**config.mk**
```make
export PLATFORM = sky130hd
export DESIGN_NAME = sync_fifo_flagged
export DESIGN_NICKNAME = d
export VERILOG_FILES = /design/src/rtl/fifo_pkg.sv /design/src/rtl/fifo_mem.sv /design/src/rtl/sync_fifo_flagged.sv
export SDC_FILE = /design/constraint.sdc
export NUM_CORES = 1
export LEC_CHECK = 0
export BUFFER_PORTS_ARGS = -buffer_cell sky130_fd_sc_hd__buf_2
export CAP_MARGIN = 25
export CORE_MARGIN = 2
export CORE_UTILIZATION = 45
export DETAILED_ROUTE_END_ITERATION = 7
export GPL_TIMING_DRIVEN = 1
export PLACE_DENSITY = 0.6
export SETUP_SLACK_MARGIN = 0.02
export SLEW_MARGIN = 10
export SYNTH_ARGS = -nofsm -noshare
export SYNTH_HDL_FRONTEND = slang
export SYNTH_SLANG_ARGS = --single-unit
```
**constraint.sdc**
```tcl
create_clock -name clk -period 7.7 [get_ports clk]
set_input_delay 0 -clock clk [delete_from_list [all_inputs] [get_ports clk]]
set_output_delay 0 -clock clk [all_outputs]
set_load 0.005 [all_outputs]
```
**src/rtl/fifo_pkg.sv**
```systemverilog
// Shared FIFO definitions: read-mode enum and pointer/count width helpers,
// common to the synchronous and asynchronous FIFO variants.
package fifo_pkg;

  typedef enum logic {
    MODE_STD  = 1'b0,
    MODE_FWFT = 1'b1
  } fifo_mode_e;

  function automatic int unsigned addr_w(input int unsigned depth);
    return $clog2(depth);
  endfunction

  // Pointers carry one extra wrap bit beyond the address.
  function automatic int unsigned ptr_w(input int unsigned depth);
    return $clog2(depth) + 1;
  endfunction

  // Occupancy must represent 0..DEPTH inclusive.
  function automatic int unsigned cnt_w(input int unsigned depth);
    return $clog2(depth) + 1;
  endfunction

endpackage

```
**src/rtl/fifo_mem.sv**
```systemverilog
// DEPTH x DATA_WIDTH register array: synchronous write port, combinational read port.
// Contents are deliberately not reset.
module fifo_mem
  import fifo_pkg::*;
#(
  parameter int unsigned DEPTH      = 8,
  parameter int unsigned DATA_WIDTH = 8
) (
  input  logic                        clk,
  input  logic                        wr_en,
  input  logic [addr_w(DEPTH)-1:0]    wr_addr,
  input  logic [DATA_WIDTH-1:0]       wr_data,
  input  logic [addr_w(DEPTH)-1:0]    rd_addr,
  output logic [DATA_WIDTH-1:0]       rd_data
);

  logic [DATA_WIDTH-1:0] mem [DEPTH];

  always_ff @(posedge clk) begin
    if (wr_en) begin
      mem[wr_addr] <= wr_data;
    end
  end

  assign rd_data = mem[rd_addr];

endmodule

```
**src/rtl/sync_fifo_flagged.sv**
```systemverilog
// Single-clock FIFO with registered full/empty/almost flags, fill count,
// sticky overflow/underflow errors and a selectable FWFT read mode.
module sync_fifo_flagged
  import fifo_pkg::*;
#(
  parameter int unsigned DEPTH         = 8,
  parameter int unsigned DATA_WIDTH    = 8,
  parameter int          AFULL_THRESH  = DEPTH - 2,
  parameter int          AEMPTY_THRESH = 2,
  parameter int          FWFT          = 0
) (
  input  logic                        clk,
  input  logic                        rst,
  input  logic                        wr_en,
  input  logic [DATA_WIDTH-1:0]       wr_data,
  input  logic                        rd_en,
  output logic [DATA_WIDTH-1:0]       rd_data,
  output logic                        rd_valid,
  output logic                        full,
  output logic                        empty,
  output logic                        almost_full,
  output logic                        almost_empty,
  output logic [$clog2(DEPTH):0]      count,
  output logic                        overflow,
  output logic                        underflow,
  input  logic                        clr_err
);

  localparam int unsigned ADDR_W = addr_w(DEPTH);
  localparam int unsigned PTR_W  = ptr_w(DEPTH);
  localparam fifo_mode_e  MODE   = (FWFT != 0) ? MODE_FWFT : MODE_STD;

  localparam logic [PTR_W-1:0] ONE    = 1;
  localparam logic [PTR_W-1:0] AF_LIM = AFULL_THRESH[PTR_W-1:0];
  localparam logic [PTR_W-1:0] AE_LIM = AEMPTY_THRESH[PTR_W-1:0];

  if (AFULL_THRESH <= 0 || AFULL_THRESH > int'(DEPTH)) begin : g_bad_afull
    $error("sync_fifo_flagged: AFULL_THRESH must satisfy 0 < AFULL_THRESH <= DEPTH");
  end
  if (AEMPTY_THRESH < 0 || AEMPTY_THRESH >= int'(DEPTH)) begin : g_bad_aempty
    $error("sync_fifo_flagged: AEMPTY_THRESH must satisfy 0 <= AEMPTY_THRESH < DEPTH");
  end

  logic [PTR_W-1:0]      wr_ptr, rd_ptr;
  logic [PTR_W-1:0]      wr_ptr_nx, rd_ptr_nx;
  logic [PTR_W-1:0]      count_nx;
  logic                  full_nx, empty_nx;
  logic                  wr_acc, rd_acc;
  logic [DATA_WIDTH-1:0] mem_rd;

  // Accept decisions use the registered flags only, so a write at full is
  // refused even when a read frees a slot on the same edge.
  assign wr_acc = wr_en & ~full;
  assign rd_acc = rd_en & ~empty;

  always_comb begin
    wr_ptr_nx = wr_acc ? wr_ptr + ONE : wr_ptr;
    rd_ptr_nx = rd_acc ? rd_ptr + ONE : rd_ptr;
    count_nx  = count;
    case ({wr_acc, rd_acc})
      2'b10:   count_nx = count + ONE;
      2'b01:   count_nx = count - ONE;
      default: count_nx = count;
    endcase
    full_nx  = (wr_ptr_nx[ADDR_W] != rd_ptr_nx[ADDR_W]) &&
               (wr_ptr_nx[ADDR_W-1:0] == rd_ptr_nx[ADDR_W-1:0]);
    empty_nx = (wr_ptr_nx == rd_ptr_nx);
  end

  always_ff @(posedge clk or negedge rst) begin
    if (!rst) begin
      wr_ptr       <= '0;
      rd_ptr       <= '0;
      count        <= '0;
      full         <= 1'b0;
      empty        <= 1'b1;
      almost_full  <= 1'b0;
      almost_empty <= 1'b1;
    end else begin
      wr_ptr       <= wr_ptr_nx;
      rd_ptr       <= rd_ptr_nx;
      count        <= count_nx;
      full         <= full_nx;
      empty        <= empty_nx;
      almost_full  <= (count_nx >= AF_LIM);
      almost_empty <= (count_nx <= AE_LIM);
    end
  end

  // Set has priority over clear when both happen in one cycle.
  always_ff @(posedge clk or negedge rst) begin
    if (!rst) begin
      overflow  <= 1'b0;
      underflow <= 1'b0;
    end else begin
      if (wr_en && full)      overflow <= 1'b1;
      else if (clr_err)       overflow <= 1'b0;
      if (rd_en && empty)     underflow <= 1'b1;
      else if (clr_err)       underflow <= 1'b0;
    end
  end

  fifo_mem #(
    .DEPTH      (DEPTH),
    .DATA_WIDTH (DATA_WIDTH)
  ) u_mem (
    .clk     (clk),
    .wr_en   (wr_acc),
    .wr_addr (wr_ptr[ADDR_W-1:0]),
    .wr_data (wr_data),
    .rd_addr (rd_ptr[ADDR_W-1:0]),
    .rd_data (mem_rd)
  );

  if (MODE == MODE_FWFT) begin : g_fwft
    assign rd_data  = mem_rd;
    assign rd_valid = ~empty;
  end else begin : g_std
    logic [DATA_WIDTH-1:0] rd_data_q;
    logic                  rd_valid_q;

    always_ff @(posedge clk or negedge rst) begin
      if (!rst) begin
        rd_data_q  <= '0;
        rd_valid_q <= 1'b0;
      end else begin
        rd_valid_q <= rd_acc;
        if (rd_acc) rd_data_q <= mem_rd;
      end
    end

    assign rd_data  = rd_data_q;
    assign rd_valid = rd_valid_q;
  end

endmodule

```
# [Yosys cells after proc, flatten, opt, wreduce, memory -nomap -nowiden]
# Memory sizes are Yosys's and may differ from the RTL's. A register that Yosys moved wholly into a read port is not among the register bits.
# Index checks and enable logic that the tools add are counted.
[totals] reg_bits=19 ramBits=64 in_bits=13 out_inout_bits=19 word_cells=40 memories=1
[mem_list] memory="u_mem.mem" depth=8 width=8 read_ports=1 rd_clocked_by_memory_dff=1 write_ports=1 line_no="fifo_mem.sv:17" rtl="logic [DATA_WIDTH-1:0] mem [DEPTH];"
[classes] addsub=4 magnitude_cmp=2 n_eq_ne=5 mux=8 bitwise_logic=4 reduce_logical=6
[ops] operator="$add 4x1->4 const B" count=3
[ops] operator="$mux 4" count=2
[ops] operator="$pmux 4 s2" count=1
[ops] operator="$mux 1" count=5
[ops] operator="$eq 4x4->1" count=1
[ops] operator="$ge 4x3->1 const B" count=1
[ops] operator="$le 4x2->1 const B" count=1
[ops] operator="$reduce_bool 2->1" count=2
[ops] operator="$sub 4x1->4 const B" count=1
[ops] operator="$eq 3x3->1" count=1
[ops] operator="$logic_and 1x1->1" count=3
[ops] operator="$and 1x1->1" count=2
[ops] operator="$eq 2x1->1 const B" count=1
[ops] operator="$eq 2x2->1 const B" count=1
[ops] operator="$not 1->1" count=2
[ops] operator="$logic_not 1->1" count=1
[ops] operator="$ne 1x1->1" count=1

# [Depth between registers and ports, before layout]
[depth] depth_word=5 depth_mapped=10

# [By module]
# Synthesis repeated with hierarchy kept, for this count alone.
[unflattened] hier_cells=234 area_unflattened_um2=3828.7
[by_module_without_submodules] mod="fifo_mem" n_inst=1 cells_each=106 area_per_inst_um2=2531.2
[by_module_without_submodules] mod="sync_fifo_flagged" n_inst=1 cells_each=128 area_per_inst_um2=1297.5

# [Worst setup path after synthesis]
# No wires, ideal clock.
[synth_timing] path_kind="register to register" start="register empty" end="register almost_full" t_arrival_ns=2.425 required_ns=7.581 slack_ns=5.156 stages_incl_launch_ff=11 path_buffers=2 path_cell_list="dfstp_2 nand2b_1 clkbuf_1 clkbuf_1 inv_1 ha_1 nor4b_1 a31oi_1 a21oi_1 xnor2_1 a21bo_2"
[synth_between] elab_chain_cells=5 word_cells_on_any_way=6 cone_classes="order compare (1); eq/ne (2); mux (1); bitwise (2)"
[synth_lines] item="start: declaration" line_no="sync_fifo_flagged.sv:20" rtl="output logic empty,"
[synth_lines] item="start signal: assignment" line_no="sync_fifo_flagged.sv:84" rtl="empty <= empty_nx;"
[synth_lines] item="$not 1->1 *" line_no="sync_fifo_flagged.sv:54" rtl="assign rd_acc = rd_en & ~empty;"
[synth_lines] item="$and 1x1->1 *" line_no="sync_fifo_flagged.sv:54"
[synth_lines] item="$eq 2x1->1 / $eq 2x2->1 (equally long branches)" line_no="sync_fifo_flagged.sv:60" rtl="case ({wr_acc, rd_acc})"
[synth_lines] item="$pmux 4 s2 *" line_no="sync_fifo_flagged.sv:60"
[synth_lines] item="$ge 4x3->1 *" line_no="sync_fifo_flagged.sv:85" rtl="almost_full <= (count_nx >= AF_LIM);"
[synth_lines] item="end signal: assignment" line_no="sync_fifo_flagged.sv:85"
[synth_lines] item="end: declaration" line_no="sync_fifo_flagged.sv:21" rtl="output logic almost_full,"
# Mark *: on every way between the ends. The rest lies on a longest branch, timed or not.
# A chain may end at the register's enable or synchronous reset.

# [Final worst setup path]
[layout_timing] start="register empty" end="register almost_full"
[layout_between] elab_chain_cells=5 word_cells_on_any_way=6 cone_classes="order compare (1); eq/ne (2); mux (1); bitwise (2)"
[layout_lines] item="$not 1->1 *" line_no="sync_fifo_flagged.sv:54"
[layout_lines] item="$and 1x1->1 *" line_no="sync_fifo_flagged.sv:54"
[layout_lines] item="net rd_acc" line_no="sync_fifo_flagged.sv:48" rtl="logic wr_acc, rd_acc;"
[layout_lines] item="$eq 2x1->1 / $eq 2x2->1 (equally long branches)" line_no="sync_fifo_flagged.sv:60"
[layout_lines] item="$pmux 4 s2 *" line_no="sync_fifo_flagged.sv:60"
[layout_lines] item="net count_nx[2]" line_no="sync_fifo_flagged.sv:46" rtl="logic [PTR_W-1:0] count_nx;"
[layout_lines] item="$ge 4x3->1 *" line_no="sync_fifo_flagged.sv:85"
# Mark *: on every way through the listed nets, which the timed path passes. The rest lies on a longest branch.

==> results.json <==
{
  "dr_total_vias": 1913,
  "arrival_ns": 2.98,
  "maxSlewHeadroom_pct": 40.6,
  "required_ns": 7.97,
  "ys_seq_area_share_pct": 71.2,
  "track_usage_pct": 16.7,
  "grt_pass1_wl_um": 10400,
  "synth_compound_area_share_pct": 3.08,
  "avgSynthCellArea_um2": 17.2,
  "async_reset_ff_share_pct": 29.7,
  "synth_top_cell_by_area": "edfxtp_1",
  "crit_family": "simple AND/OR/NAND/NOR gates",
  "slowest_stage": "nand2b_1",
  "io_pins": 32,
  "via_per_inst": 5.14,
  "rows": 32,
  "port_buffers": 31,
  "cts_buffers": 9,
  "antenna_found_initial": 0,
  "slowest_delay_ns": 0.58,
  "clockBufferDepth": 2,
  "leakagePower_uw": 0.00160,
  "ys_ff_latch": 91,
  "cp_max_fo": 22,
  "dp_hpwl_um": 4150,
  "yosysMostFrequentCell": "edfxtp_1",
  "start_util_pct": 46.8,
  "synthesis.area_mm2": 0.00365,
  "vdd_ir_drop_max_mv": 0.122,
  "regToRegStartpoint": "empty$_DFF_PN1_",
  "grt_pass1_vias": 1890,
  "fin_crit_sh_pct": 35.3,
  "dr.pass1.iters": 4,
  "synth_xor_area_share_pct": 3.36,
  "yosysUniqueCellTypes": 34,
  "r2r-end": "almost_full$_DFF_PN0_",
  "synth_common_cells": "edfxtp_1 (64), dfrtp_1 (25), mux4_2 (16)",
  "routed_wl_um": 6670,
  "areaGrowthSynthToFinish_pct": 17.1,
  "use_met3_pct": 4.25,
  "synth_top_family_by_area": "multiplexers",
  "hold_viol": 0,
  "worst_slew_pin_slew_ns": 0.888,
  "clock_latency_ns": 0.37,
  "synth_simple_gate_area_share_pct": 6.03,
  "postRouteAntennaNets": 0,
  "synth.area.top_cells": "edfxtp_1 (53%), dfrtp_1 (17%), mux4_2 (9.9%)",
  "synth_edf_count": 64,
  "fmax_ghz": 0.368,
  "setup_ws_ns": 4.99,
  "slew_violations": 0,
  "powerDensity_mw_per_mm2": 356,
  "rsz0062_at_grt": "no",
  "gp_congestion": 0.771,
  "grt_start_max_net_pins": 28,
  "die_w_um": 94.1,
  "setup_viol": 0,
  "synth.top_cell.area_share_pct": 52.6,
  "r2r_slack_ns": 4.99,
  "critPathCaptureType": "register",
  "crit_end": "almost_full$_DFF_PN0_",
  "grt_busiest_layer": "met2",
  "grt_overflow_total": 0,
  "hp-class": "input pin to asynchronous set/reset pin",
  "rr_worst_depth": 10,
  "cp-startpoint": "empty$_DFF_PN1_",
  "grt.met1_usage_pct": 23.4,
  "crit_chain": "nand2b_1, inv_1, nand2_1, xnor2_1, ha_1, a21oi_1, a21boi_0, nor3_1, xor2_1, a21bo_2",
  "clock-sinks": 91,
  "drcViolationCount": 0,
  "clock-root-buffer": "clkbuf_8",
  "timing.setup.tns_ns": 0,
  "min_period_ns": 2.71,
  "routedWlPerCell_um": 17.9,
  "final_nets": 282,
  "grt_util_met2_pct": 24.8,
  "drt_iter0_drc": 95,
  "clk_pin_slew_worst_paths_ns": 0.11,
  "critPathKind": "register to register",
  "yosysWarnings": 0,
  "pre_cts_slack_ns": 4.95,
  "muxShareOfSynthArea_pct": 13.1,
  "synth_fa_ha_area_share_pct": 1.37,
  "synth_cells": 213,
  "maxCapViolCount": 0,
  "startpoint_type": "register",
  "cts_tree": "yes",
  "dieArea_mm2": 0.00886,
  "post_cts_buffers": 0,
  "drive_gt1_share_pct": 28.9,
  "synth-main-ff-cell": "edfxtp_1",
  "synthesis.nets": 230,
  "finalPower_uw": 1520,
  "htreeDepth": 3,
  "cp.depth": 10,
  "cp_num_buf_inv": 1,
  "die_h_um": 94.1,
  "diodes": 0,
  "outcome": "finished clean",
  "design.core.area_mm2": 0.00781,
  "skew_ns": 0.0223
}
-- through the flow --
step | std cells | hold WS [ns] | cell area (um^2) | util, %
2_1_floorplan | 213 | -0.296 | 3650 | -
3_3_place_gp | 342 | 0.0335 | 3940 | 50.5
3_5_place_dp | 342 | 0.0450 | 3940 | 50.5
4_1_cts | 371 | 0.176 | 4270 | 54.7
5_1_grt | 372 | 0.199 | 4280 | 54.8
6_report | 372 | 0.160 | 4280 | 54.8
-- metal layers --
metal | vias to the layer above | part of all wire [%]
met3 | 7 | 5.3
met1 | 942 | 46
li1 | 913 | -
met2 | 51 | 48
met5 | - | 0
met4 | 0 | 1.4
-- worst register-to-register path, stage by stage, from the launching register on --
cell and delay, ns:
dfstp_2 0.55, nand2b_1 0.58, inv_1 0.23, nand2_1 0.12, xnor2_1 0.07, ha_1 0.18
a21oi_1 0.14, a21boi_0 0.32, nor3_1 0.11, xor2_1 0.16, a21bo_2 0.20
-- how the worst min path moves through the flow --
stage               startpoint                      to  slack (ns)  cells past startpoint
finish                     rst  rd_data[4]$_DFFE_PN0P_        0.16                      2
global route               rst  rd_data[4]$_DFFE_PN0P_        0.20                      2
CTS                        rst  rd_data[4]$_DFFE_PN0P_        0.18                      2
detailed placement         rst  rd_data[4]$_DFFE_PN0P_        0.05                      1
global placement           rst  rd_data[5]$_DFFE_PN0P_        0.03                      1
floorplan                  rst   almost_full$_DFF_PN0_       -0.30                      0
-- where the power goes --
group | internal, uW | total (uW) | leakage [uW] | switching (uW)
combinational | 244 | 451 | 0.000595 | 207
clock | 130 | 323 | 0.000103 | 193
sequential | 639 | 748 | 0.000904 | 109
-- state kept, by name, indices dropped and copies added, names as in the netlist --
name / count
rd_ptr: 4
wr_ptr: 4
count: 4
full: 1
underflow: 1
almost_empty: 1
empty: 1
overflow: 1
u_mem.mem: 64
rd_data: 8
almost_full: 1
rd_valid: 1
-- cell type report --
class / count / area [um^2]
fill: 637 / 3530
sequential: 91 / 2600
multi-input combinational: 106 / 998
timing repair buffer: 48 / 315
tap: 102 / 128
clock buffer: 9 / 124
clock inverter: 7 / 76.3
inverter: 9 / 36.3
-- placed cells by master, fill, tap and decap left out, types with 8 or more instances in the layout --
cell / Yosys / layout
nand2_1: 15 / 15
buf_2: 3 / 31
mux4_2: 16 / 16
xnor2_1: 9 / 9
edfxtp_1: 64 / 64
o21ai_0: 11 / 11
inv_1: 8 / 8
dlygate4sd3_1: 0 / 13
clkbuf_8: 0 / 9
dfrtp_1: 25 / 25
mux2i_1: 8 / 8
-- cells by family (layout without fill, tap and decap cells) --
group | Yosys count | after routing
DFF | 91 | 91
and+or+nand+nor | 41 | 41
muxes | 27 | 27
AOI/OAI and AO/OA | 20 | 20
buffers and inverters | 16 | 73
xor gates and xnor gates | 14 | 14
adders and majority gates | 4 | 4
-- repair_timing --
item,CTS,global route
hold endpoints to repair,92,0
hold buffers,13,0
gates resized for setup,0,0
No activity file was read; power rests on OpenSTA's default activity.
